$ cat src/rtl/aes_ctr_ctrl_if.sv
// Handshake and data bundle between the CTR-mode controller, its data
// streams and the attached AES core.
interface aes_ctr_ctrl_if;
    logic [127:0] iv_in;
    logic         iv_load;
    logic         start;
    logic [15:0]  num_blocks;

    logic [127:0] din;
    logic         din_valid;
    logic         din_ready;

    logic [127:0] aes_in;
    logic         aes_start;
    logic [127:0] aes_out;
    logic         aes_done;

    logic [127:0] dout;
    logic         dout_valid;
    logic         dout_ready;

    logic         busy;
    logic         done;

    modport master (
        input  iv_in, iv_load, start, num_blocks,
        input  din, din_valid,
        input  aes_out, aes_done,
        input  dout_ready,
        output din_ready, aes_in, aes_start,
        output dout, dout_valid, busy, done
    );

    modport slave (
        output iv_in, iv_load, start, num_blocks,
        output din, din_valid,
        output aes_out, aes_done,
        output dout_ready,
        input  din_ready, aes_in, aes_start,
        input  dout, dout_valid, busy, done
    );
endinterface

$ cat src/rtl/aes_ctr_ctrl.sv
// AES-CTR sequencer: per block, accepts plaintext, kicks the AES core with the
// counter block, XORs the keystream into the data and hands out ciphertext.
module aes_ctr_ctrl #(
    parameter int CTR_W = 32
) (
    input  logic          clk,
    input  logic          reset,
    aes_ctr_ctrl_if.master bus
);

    // Bits of the counter block that roll over; the rest (the nonce) never change.
    localparam logic [127:0] LOW_MASK =
        (CTR_W >= 128) ? {128{1'b1}} : ((128'd1 << CTR_W) - 128'd1);

    typedef enum logic [2:0] {
        IDLE,
        WAIT_DIN,
        START_AES,
        WAIT_AES,
        OUTPUT
    } state_t;

    state_t       state_q, state_d;
    logic [127:0] ctr_q, ctr_d;
    logic [15:0]  remaining_q, remaining_d;
    logic [127:0] data_q, data_d;
    logic [127:0] dout_q, dout_d;
    logic         din_ready_q, din_ready_d;
    logic         aes_start_q, aes_start_d;
    logic         dout_valid_q, dout_valid_d;
    logic         busy_q, busy_d;
    logic         done_q, done_d;

    logic [127:0] ctr_inc;

    assign ctr_inc = (ctr_q & ~LOW_MASK) | ((ctr_q + 128'd1) & LOW_MASK);

    always_comb begin
        state_d     = state_q;
        ctr_d       = ctr_q;
        remaining_d = remaining_q;
        data_d      = data_q;
        dout_d      = dout_q;
        done_d      = 1'b0;

        case (state_q)
            IDLE: begin
                if (bus.iv_load) begin
                    ctr_d = bus.iv_in;
                end
                if (bus.start) begin
                    if (bus.num_blocks != 16'd0) begin
                        remaining_d = bus.num_blocks;
                        state_d     = WAIT_DIN;
                    end else begin
                        done_d = 1'b1;
                    end
                end
            end
            WAIT_DIN: begin
                if (bus.din_valid && din_ready_q) begin
                    data_d  = bus.din;
                    state_d = START_AES;
                end
            end
            START_AES: begin
                state_d = WAIT_AES;
            end
            WAIT_AES: begin
                if (bus.aes_done) begin
                    dout_d      = bus.aes_out ^ data_q;
                    ctr_d       = ctr_inc;
                    remaining_d = remaining_q - 16'd1;
                    state_d     = OUTPUT;
                end
            end
            OUTPUT: begin
                if (bus.dout_ready) begin
                    if (remaining_q != 16'd0) begin
                        state_d = WAIT_DIN;
                    end else begin
                        done_d  = 1'b1;
                        state_d = IDLE;
                    end
                end
            end
            default: begin
                state_d = IDLE;
            end
        endcase

        // Strobes are decoded from the next state so they line up with the state flop.
        din_ready_d  = (state_d == WAIT_DIN);
        aes_start_d  = (state_d == START_AES);
        dout_valid_d = (state_d == OUTPUT);
        busy_d       = (state_d != IDLE);
    end

    always_ff @(posedge clk or posedge reset) begin
        if (reset) begin
            state_q      <= IDLE;
            ctr_q        <= '0;
            remaining_q  <= '0;
            data_q       <= '0;
            dout_q       <= '0;
            din_ready_q  <= 1'b0;
            aes_start_q  <= 1'b0;
            dout_valid_q <= 1'b0;
            busy_q       <= 1'b0;
            done_q       <= 1'b0;
        end else begin
            state_q      <= state_d;
            ctr_q        <= ctr_d;
            remaining_q  <= remaining_d;
            data_q       <= data_d;
            dout_q       <= dout_d;
            din_ready_q  <= din_ready_d;
            aes_start_q  <= aes_start_d;
            dout_valid_q <= dout_valid_d;
            busy_q       <= busy_d;
            done_q       <= done_d;
        end
    end

    assign bus.aes_in     = ctr_q;
    assign bus.aes_start  = aes_start_q;
    assign bus.din_ready  = din_ready_q;
    assign bus.dout       = dout_q;
    assign bus.dout_valid = dout_valid_q;
    assign bus.busy       = busy_q;
    assign bus.done       = done_q;

endmodule

$ cat src/flat_wrapper.sv
// flat-port wrapper written by rule: the top's interface ports become plain ports
module aes_ctr_ctrl_flat 
#(
    parameter int CTR_W = 32
)
  (clk, reset, bus_iv_in, bus_iv_load, bus_start, bus_num_blocks, bus_din, bus_din_valid, bus_aes_out, bus_aes_done, bus_dout_ready, bus_din_ready, bus_aes_in, bus_aes_start, bus_dout, bus_dout_valid, bus_busy, bus_done);
  aes_ctr_ctrl_if bus_i ();
  input  logic clk;
  input  logic reset;
  input wire logic [$bits(bus_i.iv_in)-1:0] bus_iv_in;
  input wire logic [$bits(bus_i.iv_load)-1:0] bus_iv_load;
  input wire logic [$bits(bus_i.start)-1:0] bus_start;
  input wire logic [$bits(bus_i.num_blocks)-1:0] bus_num_blocks;
  input wire logic [$bits(bus_i.din)-1:0] bus_din;
  input wire logic [$bits(bus_i.din_valid)-1:0] bus_din_valid;
  input wire logic [$bits(bus_i.aes_out)-1:0] bus_aes_out;
  input wire logic [$bits(bus_i.aes_done)-1:0] bus_aes_done;
  input wire logic [$bits(bus_i.dout_ready)-1:0] bus_dout_ready;
  output wire logic [$bits(bus_i.din_ready)-1:0] bus_din_ready;
  output wire logic [$bits(bus_i.aes_in)-1:0] bus_aes_in;
  output wire logic [$bits(bus_i.aes_start)-1:0] bus_aes_start;
  output wire logic [$bits(bus_i.dout)-1:0] bus_dout;
  output wire logic [$bits(bus_i.dout_valid)-1:0] bus_dout_valid;
  output wire logic [$bits(bus_i.busy)-1:0] bus_busy;
  output wire logic [$bits(bus_i.done)-1:0] bus_done;
  assign bus_i.iv_in = bus_iv_in;
  assign bus_i.iv_load = bus_iv_load;
  assign bus_i.start = bus_start;
  assign bus_i.num_blocks = bus_num_blocks;
  assign bus_i.din = bus_din;
  assign bus_i.din_valid = bus_din_valid;
  assign bus_i.aes_out = bus_aes_out;
  assign bus_i.aes_done = bus_aes_done;
  assign bus_i.dout_ready = bus_dout_ready;
  assign bus_din_ready = bus_i.din_ready;
  assign bus_aes_in = bus_i.aes_in;
  assign bus_aes_start = bus_i.aes_start;
  assign bus_dout = bus_i.dout;
  assign bus_dout_valid = bus_i.dout_valid;
  assign bus_busy = bus_i.busy;
  assign bus_done = bus_i.done;
  aes_ctr_ctrl #(.CTR_W(CTR_W)) u_core (.clk(clk), .reset(reset), .bus(bus_i));
endmodule
$ cat config.mk
export PLATFORM = sky130hd
export DESIGN_NAME = aes_ctr_ctrl_flat
export DESIGN_NICKNAME = d
export VERILOG_FILES = /design/src/rtl/aes_ctr_ctrl_if.sv /design/src/rtl/aes_ctr_ctrl.sv /design/src/flat_wrapper.sv
export SDC_FILE = /design/constraint.sdc
export NUM_CORES = 1
export LEC_CHECK = 0
export BUFFER_PORTS_ARGS = -buffer_cell sky130_fd_sc_hd__buf_2
export CAP_MARGIN = 20
export CELL_PAD_IN_SITES_DETAIL_PLACEMENT = 1
export CELL_PAD_IN_SITES_GLOBAL_PLACEMENT = 1
export CORE_AREA = 2 2 262 264
export CTS_CLUSTER_SIZE = 8
export DETAILED_ROUTE_END_ITERATION = 16
export DIE_AREA = 0 0 264 266
export GPL_ROUTABILITY_DRIVEN = 0
export GPL_TIMING_DRIVEN = 0
export PLACE_DENSITY_LB_ADDON = 0.1
export SLEW_MARGIN = 15
export SYNTH_ARGS = -nofsm -noshare
export SYNTH_HDL_FRONTEND = slang
export SYNTH_SLANG_ARGS = --single-unit
$ cat constraint.sdc
create_clock -name clk -period 17.15 [get_ports clk]
set_input_delay 1.715 -clock clk [delete_from_list [all_inputs] [get_ports clk]]
set_output_delay 1.715 -clock clk [all_outputs]
set_load 0.005 [all_outputs]
==> summary.md, run 1 <==
| Metric | Value |
|---|---|
| Placed cell area | `between 0.02 and 0.025 mm^2` |
| Site Rows | `96` |
| Synth Flop Type | `dfrtp_1` |
| Power density cells | `between 150 and 200 mW/mm^2` |
| Synth Net Count | `2055` |
| Clock Skew | `between 15 and 20 ps` |
| Drt drc | `0` |
| First-pass GRT wire length | `roughly 110000 um` |
| Initial DRC Count | `about 600` |
| Synth Instances | `about 1.6k` |
| Clock buffer depth | `3` |
| Share of flip-flops with an asynchronous set or reset | `100%` |
| Arr. time, crit path | `around 4300 ps` |
| Dpl hpwl | `55500 um` |
| Status | `finished, final reports clean` |
| Adder-Cell Fraction of Synth Area | `0.217%` |
| Worst-path clk slew | `approximately 50 ps` |
| Synth warn | `0` |
| Top-area cell type share of the netlist area | `about three fifths` |
| CTS Buf Count | `57` |
| Slew Limit Fails | `0` |
| Crit path required time | `17620 ps` |
| Top-count cell post-synth | `dfrtp_1` |
| Fill cell count | `7881` |
| Final design utilization | `34.6%` |
| Vias in the first global route | `16.3k` |
| Synth-to-Final Area Change | `35.4%` |
| # Post-CTS Setup Buffers | `0` |
| CTS Root Cell | `clkbuf_16` |
| Post-synth top cells | `408 x dfrtp_1, 326 x nand2_1, 180 x a21oi_1` |
| Post-Syn Area | `between 0.015 and 0.02 mm^2` |
| Crit path capture type | `flip-flop` |
| Slew at the pin closest to its max-slew limit | `between 1000 and 1500 ps` |
| Gr ovfl total | `0` |
| Post-synth EDFFs | `0` |
| WS Path Type | `primary input to flip-flop` |
| Worst IR Drop VDD | `about 86 uV` |
| CP max stage cell | `clkbuf_1` |
| Core area | `slightly below 0.07 mm^2` |
| Fmax | `approximately 0.26 GHz` |
| Crit start category | `primary input` |
| Area leader, netlist | `dfrtp_1` |
| Starting Density | `25.6%` |
| Crit path cell chain | `buf_2 -> and4b_1 -> clkbuf_1 -> clkbuf_1 -> clkbuf_1 -> clkbuf_1 -> a21oi_1` |
| Seq/Total Area, Yosys | `58.9%` |
| Most frequent CP cell | `clkbuf_1` |
| Combinational family with the most area after synthesis | `simple AND/OR/NAND/NOR gates` |
| Final hold violation count | `0` |
| Clk_lat worst skew | `620 ps` |
| Crit path max fanout | `10` |
| DRT antenna net count | `0` |
| Final Cycle Share | `between 20% and 30%` |
| Max Cap Viol | `0` |
| WL/cell | `between 20 and 25 um` |
| Finished Cell Area | `between 0.02 and 0.025 mm^2` |
| # resized after CTS | `0` |
| Post-synthesis xor/xnor area fraction | `under 10%` |
| Setup_tns | `0 ps` |
| Area contributors post-synth | `dfrtp_1 59%, mux2_2 8.3%, nand2_1 7.1%` |
| Vias/cell | `4.63` |
| Largest net degree at the start of global routing | `93` |
| Tmin final | `around 3900 ps` |
| Simple-Gate Fraction of Synth Area | `roughly 15%` |
| Yosys reg bits | `roughly 410` |
| Post-synthesis mux area share | `about 8.5%` |
| Slew margin rel. | `approximately 28%` |
| First-pass DRT Iterations | `5` |
| RSZ-0062 raised after global routing | `no` |
| IO Pins | `~670` |
| I/O Buffers | `about 670` |
| H-tree Lvls | `2` |
| NumNets Final | `2785` |
| Flop-to-flop setup slack | `14000 ps` |
| Share of cells above drive strength 1 | `a little under two fifths` |
| Post-synthesis compound-gate area fraction | `8.74%` |
| CTS hold repair buffers | `0` |
| CTS tree | `done` |
| Syn Area/Cell | `between 10 and 15 um^2` |
| DIE WIDTH | `about 260 um` |
| Multi-input gate area | `approximately 0.0067 mm^2` |
| Vias | `roughly 15k` |
| Initial antenna violation count | `40` |
| Final Setup Violations | `0` |
| Tot Pwr | `~4.5 mW` |
| Crit-path max cell delay | `between 800 and 900 ps` |
| Die area | `approximately 0.07 mm^2` |
| Total Wirelength | `between 70000 and 80000 um` |
| Leakage power | `around 11 nW` |
| Clock net sink count | `408` |
| GRT Overall Usage | `roughly a fifth` |
| Synth unique cells | `60` |
| Hold Crit Class | `flip-flop to flip-flop` |
| FF/Latch Area | `0.0102 mm^2` |
| Die height | `about 270 um` |
final timing paths:
check | end | cells past startpoint | from
worst min register to register | u_core.bus.aes_in[78] | 2 | u_core.bus.aes_in[78]
max in group asynchronous | u_core.bus.aes_in[68] | 4 | reset
worst max register to register | u_core.bus.dout[104] | 7 | u_core.state_q[1]
worst max-delay path | u_core.bus.dout[104] | 7 | bus_aes_done
worst min-delay path | u_core.bus.aes_in[78] | 2 | u_core.bus.aes_in[78]
min in group asynchronous | u_core.data_q[76] | 2 | reset
routing by layer:
metal	global-route usage, %	routed length (um)	vias up
met5	0	321	-
met4	5.22	1750	50
met3	7.89	6380	134
met2	35.3	36500	489
met1	22.7	27100	7502
li1	-	-	6999
logic make-up after synthesis:
logic type      after synthesis
flops                       408
buf+inv                      98
mux                         130
fa+ha+maj                     3
compound gates              271
simple gates                607
xor+xnor                    128
cells in the final DEF (no fill, tap or decap), types with 4 or more instances in the layout:
| cell type | count |
|---|---|
| o21ai_0 | 39 |
| o22a_1 | 4 |
| nor4_1 | 11 |
| buf_2 | 691 |
| nor2_1 | 169 |
| dfrtp_1 | 408 |
| o22ai_1 | 6 |
| inv_1 | 6 |
| a2bb2oi_1 | 5 |
| clkbuf_16 | 58 |
| xnor2_1 | 128 |
| a311oi_1 | 5 |
| and3_1 | 11 |
| nand3_1 | 23 |
| a22oi_1 | 5 |
| nand4_1 | 11 |
| nand2_1 | 326 |
| a31oi_1 | 5 |
| diode_2 | 14 |
| buf_1 | 9 |
| a21oi_1 | 180 |
| mux2_2 | 128 |
| nor3_1 | 22 |
| clkbuf_1 | 59 |
| nand2b_1 | 6 |
| buf_16 | 4 |
worst max-delay path, delay by kind of cell:
| family | cells | cell delay (ps) |
|---|---|---|
| AO/OA/AOI/OAI | 1 | 140 |
| buffers and inverters | 5 | 2250 |
| AND/OR/NAND/NOR | 1 | 200 |
registers in the layout (all words and copies together) (netlist names):
register               cells
u_core.data_q            128
u_core.bus.dout_valid      1
u_core.bus.aes_start       1
u_core.bus.aes_in        128
u_core.bus.busy            1
u_core.remaining_q        16
u_core.bus.dout          128
u_core.bus.done            1
u_core.bus.din_ready       1
u_core.state_q             3
per-stage QoR:
stage               hold WS, ps  worst slack, ps  std cells
floorplan                   470             4080       1645
global placement            454            -1950       3194
finish                      465            13290       3277
detailed placement          458            12620       3198
CTS                         472            13310       3263
global route                491            13100       3269
final cells by class:
type / instances / share of cell area (%)
Multi-Input combinational cell: 1139 / 28.6
Buffer: 91 / 1.63
Clock buffer: 62 / 6.29
Inverter: 7 / 0.144
Antenna cell: 14 / 0.149
Tap cell: 882 / 4.70
Clock inverter: 3 / 0.277
Timing Repair Buffer: 671 / 14.7
Sequential cell: 408 / 43.5
power by group:
group	internal [mW]	switching, mW
clock	0.599	0.434
sequential	1.45	0.327
combinational	0.749	0.904
(Power assumes the default switching activity.)
==> run 2: changes to the inputs <==
==> constraint.sdc (replaced) <==
create_clock -name clk -period 4 [get_ports clk]
set_input_delay 0.4 -clock clk [delete_from_list [all_inputs] [get_ports clk]]
set_output_delay 0.4 -clock clk [all_outputs]
set_load 0.005 [all_outputs]
==> run 2 against run 1 <==
Against the previous run: register-to-register slack worse by 13000 ps; design area rose by 10%; critical path depth did not move; count of clock-buffer cells in the layout increased by 2; via count increased by 5.1%; largest cell class unchanged.
==> summary.md, run 2 (synthesis results as in run 1) <==
| Metric | Value |
|---|---|
| Status | `finished, final reports clean (unchanged)` |
| Crit path required time | `4470 ps (was 17620 ps)` |
| Most frequent cells in the layout | `691 x buf_2, 408 x dfrtp_1, 326 x nand2_1 (unchanged)` |
| Final Setup Violations | `0 (unchanged)` |
| WL/cell | `20.7 um (was 22.0 um)` |
| Worst Slack Setup Final | `955 ps (was 13290 ps)` |
| Placed cell area | `0.0221 mm^2 (was 0.0219 mm^2)` |
| Setup slack at placement | `757 ps (was 12620 ps)` |
| CTS Root Cell | `clkbuf_16 (unchanged)` |
| Crit path max fanout | `10 (unchanged)` |
| DRT antenna net count | `0 (unchanged)` |
| NumNets Final | `3014 (was 2785)` |
| Most frequent CP cell | `clkbuf_1 (unchanged)` |
| Synth-to-Final Area Change | `49.0% (was 35.4%)` |
| DP Cell Count | `3209 (was 3198)` |
| Hold Crit Class | `primary input to flip-flop (was flip-flop to flip-flop)` |
| Finished Cell Area | `0.0258 mm^2 (was 0.0235 mm^2)` |
| Clk_lat worst skew | `620 ps (about the same)` |
| Flop pwr share | `39.3% (was 39.8%)` |
| Clock net sink count | `408 (unchanged)` |
| Clock buffer depth | `3 (unchanged)` |
| Dpl hpwl | `55500 um (about the same)` |
| Slew at the pin closest to its max-slew limit | `1160 ps (was 1070 ps)` |
| Final hold violation count | `0 (unchanged)` |
| Tot Pwr | `19.3 mW (was 4.46 mW)` |
| IO Pins | `668 (unchanged)` |
| # resized after CTS | `0 (unchanged)` |
| First-pass DRT Iterations | `5 (unchanged)` |
| Initial DRC Count | `606 (was 615)` |
| RSZ-0062 raised after global routing | `no (unchanged)` |
| Tmin final | `about 3000 ps` |
| Switching pwr | `7.16 mW (was 1.67 mW)` |
| Max Cap Viol | `0 (unchanged)` |
| Die area | `0.0702 mm^2 (unchanged)` |
| H-tree Lvls | `2 (unchanged)` |
| Clk pwr share | `23.0% (was 23.2%)` |
| Fmax | `0.328 GHz` |
| CP top delay family | `buffers and inverters (unchanged)` |
| GRT Overall Usage | `20.3% (was 20.1%)` |
| Share of cells above drive strength 1 | `35.0% (was 37.9%)` |
| Slew Limit Fails | `0 (unchanged)` |
| Vias | `15.9k (was 15.2k)` |
| # Post-CTS Setup Buffers | `0 (unchanged)` |
| Worst-path clk slew | `50 ps (about the same)` |
| WS Path Type | `flip-flop to flip-flop (was primary input to flip-flop)` |
| Die height | `266 um (unchanged)` |
| Crit path cell chain | `buf_2 -> and4b_1 -> clkbuf_1 -> clkbuf_1 -> clkbuf_1 -> clkbuf_1 -> a21oi_1 (unchanged)` |
| Slew margin rel. | `22.1% (was 28.4%)` |
| Non-Filler Instances | `3505 (was 3277)` |
| Largest net degree at the start of global routing | `34 (was 93)` |
| Crit start category | `flip-flop (was primary input)` |
| Switching Fraction | `37.0% (was 37.3%)` |
| DIE WIDTH | `264 um (unchanged)` |
| Final Cycle Share | `between 70% and 80%` |
| Combinational share of power | `37.7% (was 37.1%)` |
| Setup_tns | `0 ps (unchanged)` |
| CTS tree | `done (unchanged)` |
| Core area | `0.0677 mm^2 (unchanged)` |
| Drt drc | `0 (unchanged)` |
| Starting Density | `25.6% (unchanged)` |
| Power density cells | `748 mW/mm^2 (was 190 mW/mm^2)` |
| Int Power | `12.2 mW (was 2.80 mW)` |
| Total Wirelength | `72600 um (was 72100 um)` |
| Worst IR Drop VDD | `370 uV (was 86.5 uV)` |
| CP bufs+invs | `5 (unchanged)` |
| Clock Skew | `29.1 ps (was 19.5 ps)` |
| Gr ovfl total | `0 (unchanged)` |
| I/O Buffers | `667 (unchanged)` |
| Vias/cell | `4.55 (was 4.63)` |
| Site Rows | `96 (unchanged)` |
| Crit path capture type | `flip-flop (unchanged)` |
| Vias in the first global route | `17.9k (was 16.3k)` |
| Leakage power | `12.1 nW (was 11.1 nW)` |
| CP max stage cell | `clkbuf_1 (unchanged)` |
| First-pass GRT wire length | `109000 um (was 106000 um)` |
| Arr. time, crit path | `3510 ps (was 4320 ps)` |
| Crit-path max cell delay | `730 ps (was 820 ps)` |
| Initial antenna violation count | `25 (was 40)` |
| CTS Buf Count | `57 (unchanged)` |
| Most common cell after layout, fill and taps aside | `buf_2 (unchanged)` |
[run 2: power groups by stage]
stage	logic, mW	clock network, mW	registers [mW]
finish	7.28	4.44	7.60
CTS	7.43	4.62	7.60
detailed placement	7.22	0	7.64
global placement	7.01	0	7.56
floorplan	3.87	0	7.52
global route	8.14	4.76	7.89
[run 2: worst paths after layout]
check	endpoint	cells after the start	start	slack, ps
setup reg to reg	u_core.bus.dout[10]	7	u_core.state_q[1]	950
min in group asynchronous	u_core.bus.dout[92]	3	reset	360
hold / removal	u_core.data_q[124]	2	bus_din[124]	50
hold reg to reg	u_core.bus.aes_in[84]	2	u_core.bus.aes_in[84]	470
max in group asynchronous	u_core.bus.aes_in[84]	8	reset	2080
setup / recovery	u_core.bus.dout[10]	7	u_core.state_q[1]	950
[run 2: layer usage]
metal	up-vias	share of wire (%)	track usage [%]
li1	7441	-	-
met1	7849	39	23.0
met2	491	51	36.0
met3	140	7.3	6.28
met4	24	3.3	7.06
met5	-	0.19	0
[run 2: timing repair]
| item | 4_1_cts | 5_1_grt |
|---|---|---|
| endpoints found under the setup margin | 0 | 0 |
| hold endpoints to repair | 235 | 0 |
| hold buffers | 218 | 0 |
[run 2: cell type report]
type	count	area, um^2
clock buffer	64	1490
buffer	91	383
clock inverter	2	50.0
fill	7839	41900
tap	882	1100
inverter	7	30.0
antenna	12	30.0
sequential	408	10200
multi-input combinational	1139	6710
timing repair buffer	900	5810
[run 2: through the flow]
stage | hold WS, ps | utilization [%]
6_report | 45.9 | 38.1
5_1_grt | 16.6 | 38.1
4_1_cts | 0.675 | 38.1
3_5_place_dp | 446 | 32.6
3_3_place_gp | 455 | 32.1
2_1_floorplan | 470 | -
[run 2: worst reg2reg max path, delay by kind of cell, from the launching register on]
family	cells	cell delay [ps]
flops	1	320
compound gates	1	150
buf+inv	5	2240
simple gates	1	220
==> run 3: changes to the inputs <==
==> constraint.sdc (replaced) <==
create_clock -name clk -period 2.9 [get_ports clk]
set_input_delay 0.29 -clock clk [delete_from_list [all_inputs] [get_ports clk]]
set_output_delay 0.29 -clock clk [all_outputs]
set_load 0.005 [all_outputs]
==> run 3 against run 2 <==
Against the previous run: sequential cell count stayed put; combinational power rose by 41%; highest routed layer unchanged; power increased by 39%; clock power grew 38%; largest cell class unchanged; critical path depth up 1.
==> summary.md, run 3 (synthesis results as in run 1) <==
| Metric | Value |
|---|---|
| Clock Skew | `32.1 ps (was 29.1 ps)` |
| Die area | `0.0702 mm^2 (unchanged)` |
| Worst IR Drop VDD | `517 uV (was 370 uV)` |
| Dpl hpwl | `55500 um (unchanged)` |
| Core area | `0.0677 mm^2 (unchanged)` |
| Vias in the first global route | `18.7k (was 17.9k)` |
| H-tree Lvls | `2 (unchanged)` |
| FF/Latch Area | `0.0102 mm^2 (unchanged)` |
| Finished Cell Area | `0.0273 mm^2 (was 0.0258 mm^2)` |
| Leakage power | `12.7 nW (was 12.1 nW)` |
| Crit path required time | `3340 ps (was 4470 ps)` |
| Arr. time, crit path | `3120 ps (was 3510 ps)` |
| Crit path max fanout | `10 (unchanged)` |
| Multi-input gate area | `0.00671 mm^2 (unchanged)` |
| Crit start category | `flip-flop (unchanged)` |
| Placed cell area | `0.0221 mm^2 (unchanged)` |
| Total Wirelength | `73900 um (was 72600 um)` |
| Clk_lat worst skew | `620 ps (about the same)` |
| Drt drc | `0 (unchanged)` |
| Fmax | `0.374 GHz (was 0.328 GHz)` |
| Vias/cell | `4.54 (was 4.55)` |
| Clock net sink count | `408 (unchanged)` |
| I/O Buffers | `667 (unchanged)` |
| Share of cells above drive strength 1 | `33.3% (was 35.0%)` |
| CTS Root Cell | `clkbuf_16 (unchanged)` |
| Die height | `266 um (unchanged)` |
| WL/cell | `20.3 um (was 20.7 um)` |
| WS Path Type | `flip-flop to flip-flop (unchanged)` |
| Setup_tns | `0 ps (unchanged)` |
| Max Cap Viol | `0 (unchanged)` |
| Final hold violation count | `0 (unchanged)` |
| Fill cell count | `7817 (was 7839)` |
| Switching Fraction | `37.1% (was 37.0%)` |
| Slew at the pin closest to its max-slew limit | `1130 ps (was 1160 ps)` |
| Final Cycle Share | `92.2% (was 76.1%)` |
| Initial DRC Count | `634 (was 606)` |
| DIE WIDTH | `264 um (unchanged)` |
| Most common cell after layout, fill and taps aside | `buf_2 (unchanged)` |
| Slew Limit Fails | `0 (unchanged)` |
| Status | `finished, final reports clean (unchanged)` |
| IO Pins | `668 (unchanged)` |
| Clock buffer depth | `3 (unchanged)` |
| Flop-to-flop setup slack | `230 ps (was 950 ps)` |
| Int Power | `16.9 mW (was 12.2 mW)` |
| Flop pwr share | `39.0% (was 39.3%)` |
| Crit path capture type | `flip-flop (unchanged)` |
| Starting Density | `25.6% (unchanged)` |
| First-pass DRT Iterations | `5 (unchanged)` |
| CTS Buf Count | `57 (unchanged)` |
| Worst-path clk slew | `50 ps (about the same)` |
| Most frequent cells in the layout | `691 x buf_2, 408 x dfrtp_1, 366 x dlygate4sd3_1 (was 691 x buf_2, 408 x dfrtp_1, 326 x nand2_1)` |
| Initial antenna violation count | `10 (was 25)` |
| Gr ovfl total | `0 (unchanged)` |
| Slew margin rel. | `23.9% (was 22.1%)` |
| Clk pwr share | `22.8% (was 23.0%)` |
| Largest net degree at the start of global routing | `34 (unchanged)` |
| Tmin final | `2670 ps (was 3050 ps)` |
| Site Rows | `96 (unchanged)` |
| Vias | `16.6k (was 15.9k)` |
| NumNets Final | `3162 (was 3014)` |
| Switching pwr | `9.96 mW (was 7.16 mW)` |
| Power density cells | `985 mW/mm^2 (was 748 mW/mm^2)` |
| CTS tree | `done (unchanged)` |
| Hold Crit Class | `primary input to flip-flop (unchanged)` |
| GRT Overall Usage | `20.8% (was 20.3%)` |
| Combinational share of power | `38.2% (was 37.7%)` |
| RSZ-0062 raised after global routing | `no (unchanged)` |
| Synth-to-Final Area Change | `57.5% (was 49.0%)` |
| Final Setup Violations | `0 (unchanged)` |
| DRT antenna net count | `0 (unchanged)` |
| First-pass GRT wire length | `112000 um (was 109000 um)` |
-- run 3: changes by cell type in the layout (fill, tap and decap cells not counted) --
cell	delta
buf_1	-1
clkbuf_1	-3
clkbuf_2	+4
diode_2	-7
dlygate4sd3_1	+148
-- run 3: layout make-up --
class,count,share of cell area (%)
Inverter,7,0.110
Clock inverter,2,0.183
Timing Repair Buffer,1048,26.7
Multi-Input combinational cell,1139,24.6
Buffer,91,1.42
Antenna cell,5,0.0458
Tap cell,882,4.04
Sequential cell,408,37.4
Clock buffer,64,5.47
-- run 3: critical path, stage by stage (launching register included) --
cell	delay (ps)
dfrtp_1	370
clkbuf_1	230
nand2b_1	270
nor2_1	410
buf_2	320
buf_1	560
nand2_1	120
a21oi_1	180
a21oi_1	60
-- run 3: per-layer routing --
metal | GRT usage, % | part of all wire (%) | vias up
met2 | 37.2 | 51 | 506
met4 | 7.09 | 3.3 | 10
li1 | - | - | 7739
met5 | 0 | 0.096 | -
met3 | 5.57 | 6.6 | 136
met1 | 23.8 | 39 | 8169
-- run 3: final timing paths --
check | start | end | cells past startpoint
setup / recovery | u_core.state_q[2] | u_core.remaining_q[4] | 8
hold / removal | bus_iv_in[27] | u_core.bus.aes_in[27] | 3
setup reg to reg | u_core.state_q[2] | u_core.remaining_q[4] | 8
hold reg to reg | u_core.bus.aes_in[84] | u_core.bus.aes_in[84] | 2
max in group asynchronous | reset | u_core.bus.aes_in[84] | 8
min in group asynchronous | reset | u_core.data_q[91] | 3
-- run 3: timing repair --
item / 4_1_cts / 5_1_grt
endpoints found under the hold margin: 383 / 0
hold buffers: 366 / 0
endpoints found under the setup margin: 115 / 21
buffers inserted: 0 / 0
pin swaps: 0 / 0
gates resized for setup: 2 / 3
-- run 3: power by group through the flow --
stage          clock (mW)  sequential, mW  combinational (mW)
2_1_floorplan           0            10.4                5.34
6_report             6.13            10.5                10.3
3_5_place_dp            0            10.5                9.96
5_1_grt              6.56            10.9                11.4
4_1_cts              6.37            10.5                10.4
3_3_place_gp            0            10.4                9.67
-- run 3: through the flow --
stage | setup slack [ps] | total power [mW] | util (%) | hold WS [ps] | std cells
4_1_cts | 9.31 | 27.3 | 40.3 | 0.436 | 3641
6_report | 225 | 26.9 | 40.3 | 33.3 | 3646
2_1_floorplan | -2890 | 15.7 | - | 395 | 1645
3_3_place_gp | -6000 | 20.1 | 32.1 | 455 | 3194
5_1_grt | 4.16 | 28.9 | 40.3 | 18.9 | 3646
3_5_place_dp | -340 | 20.5 | 32.6 | 336 | 3209
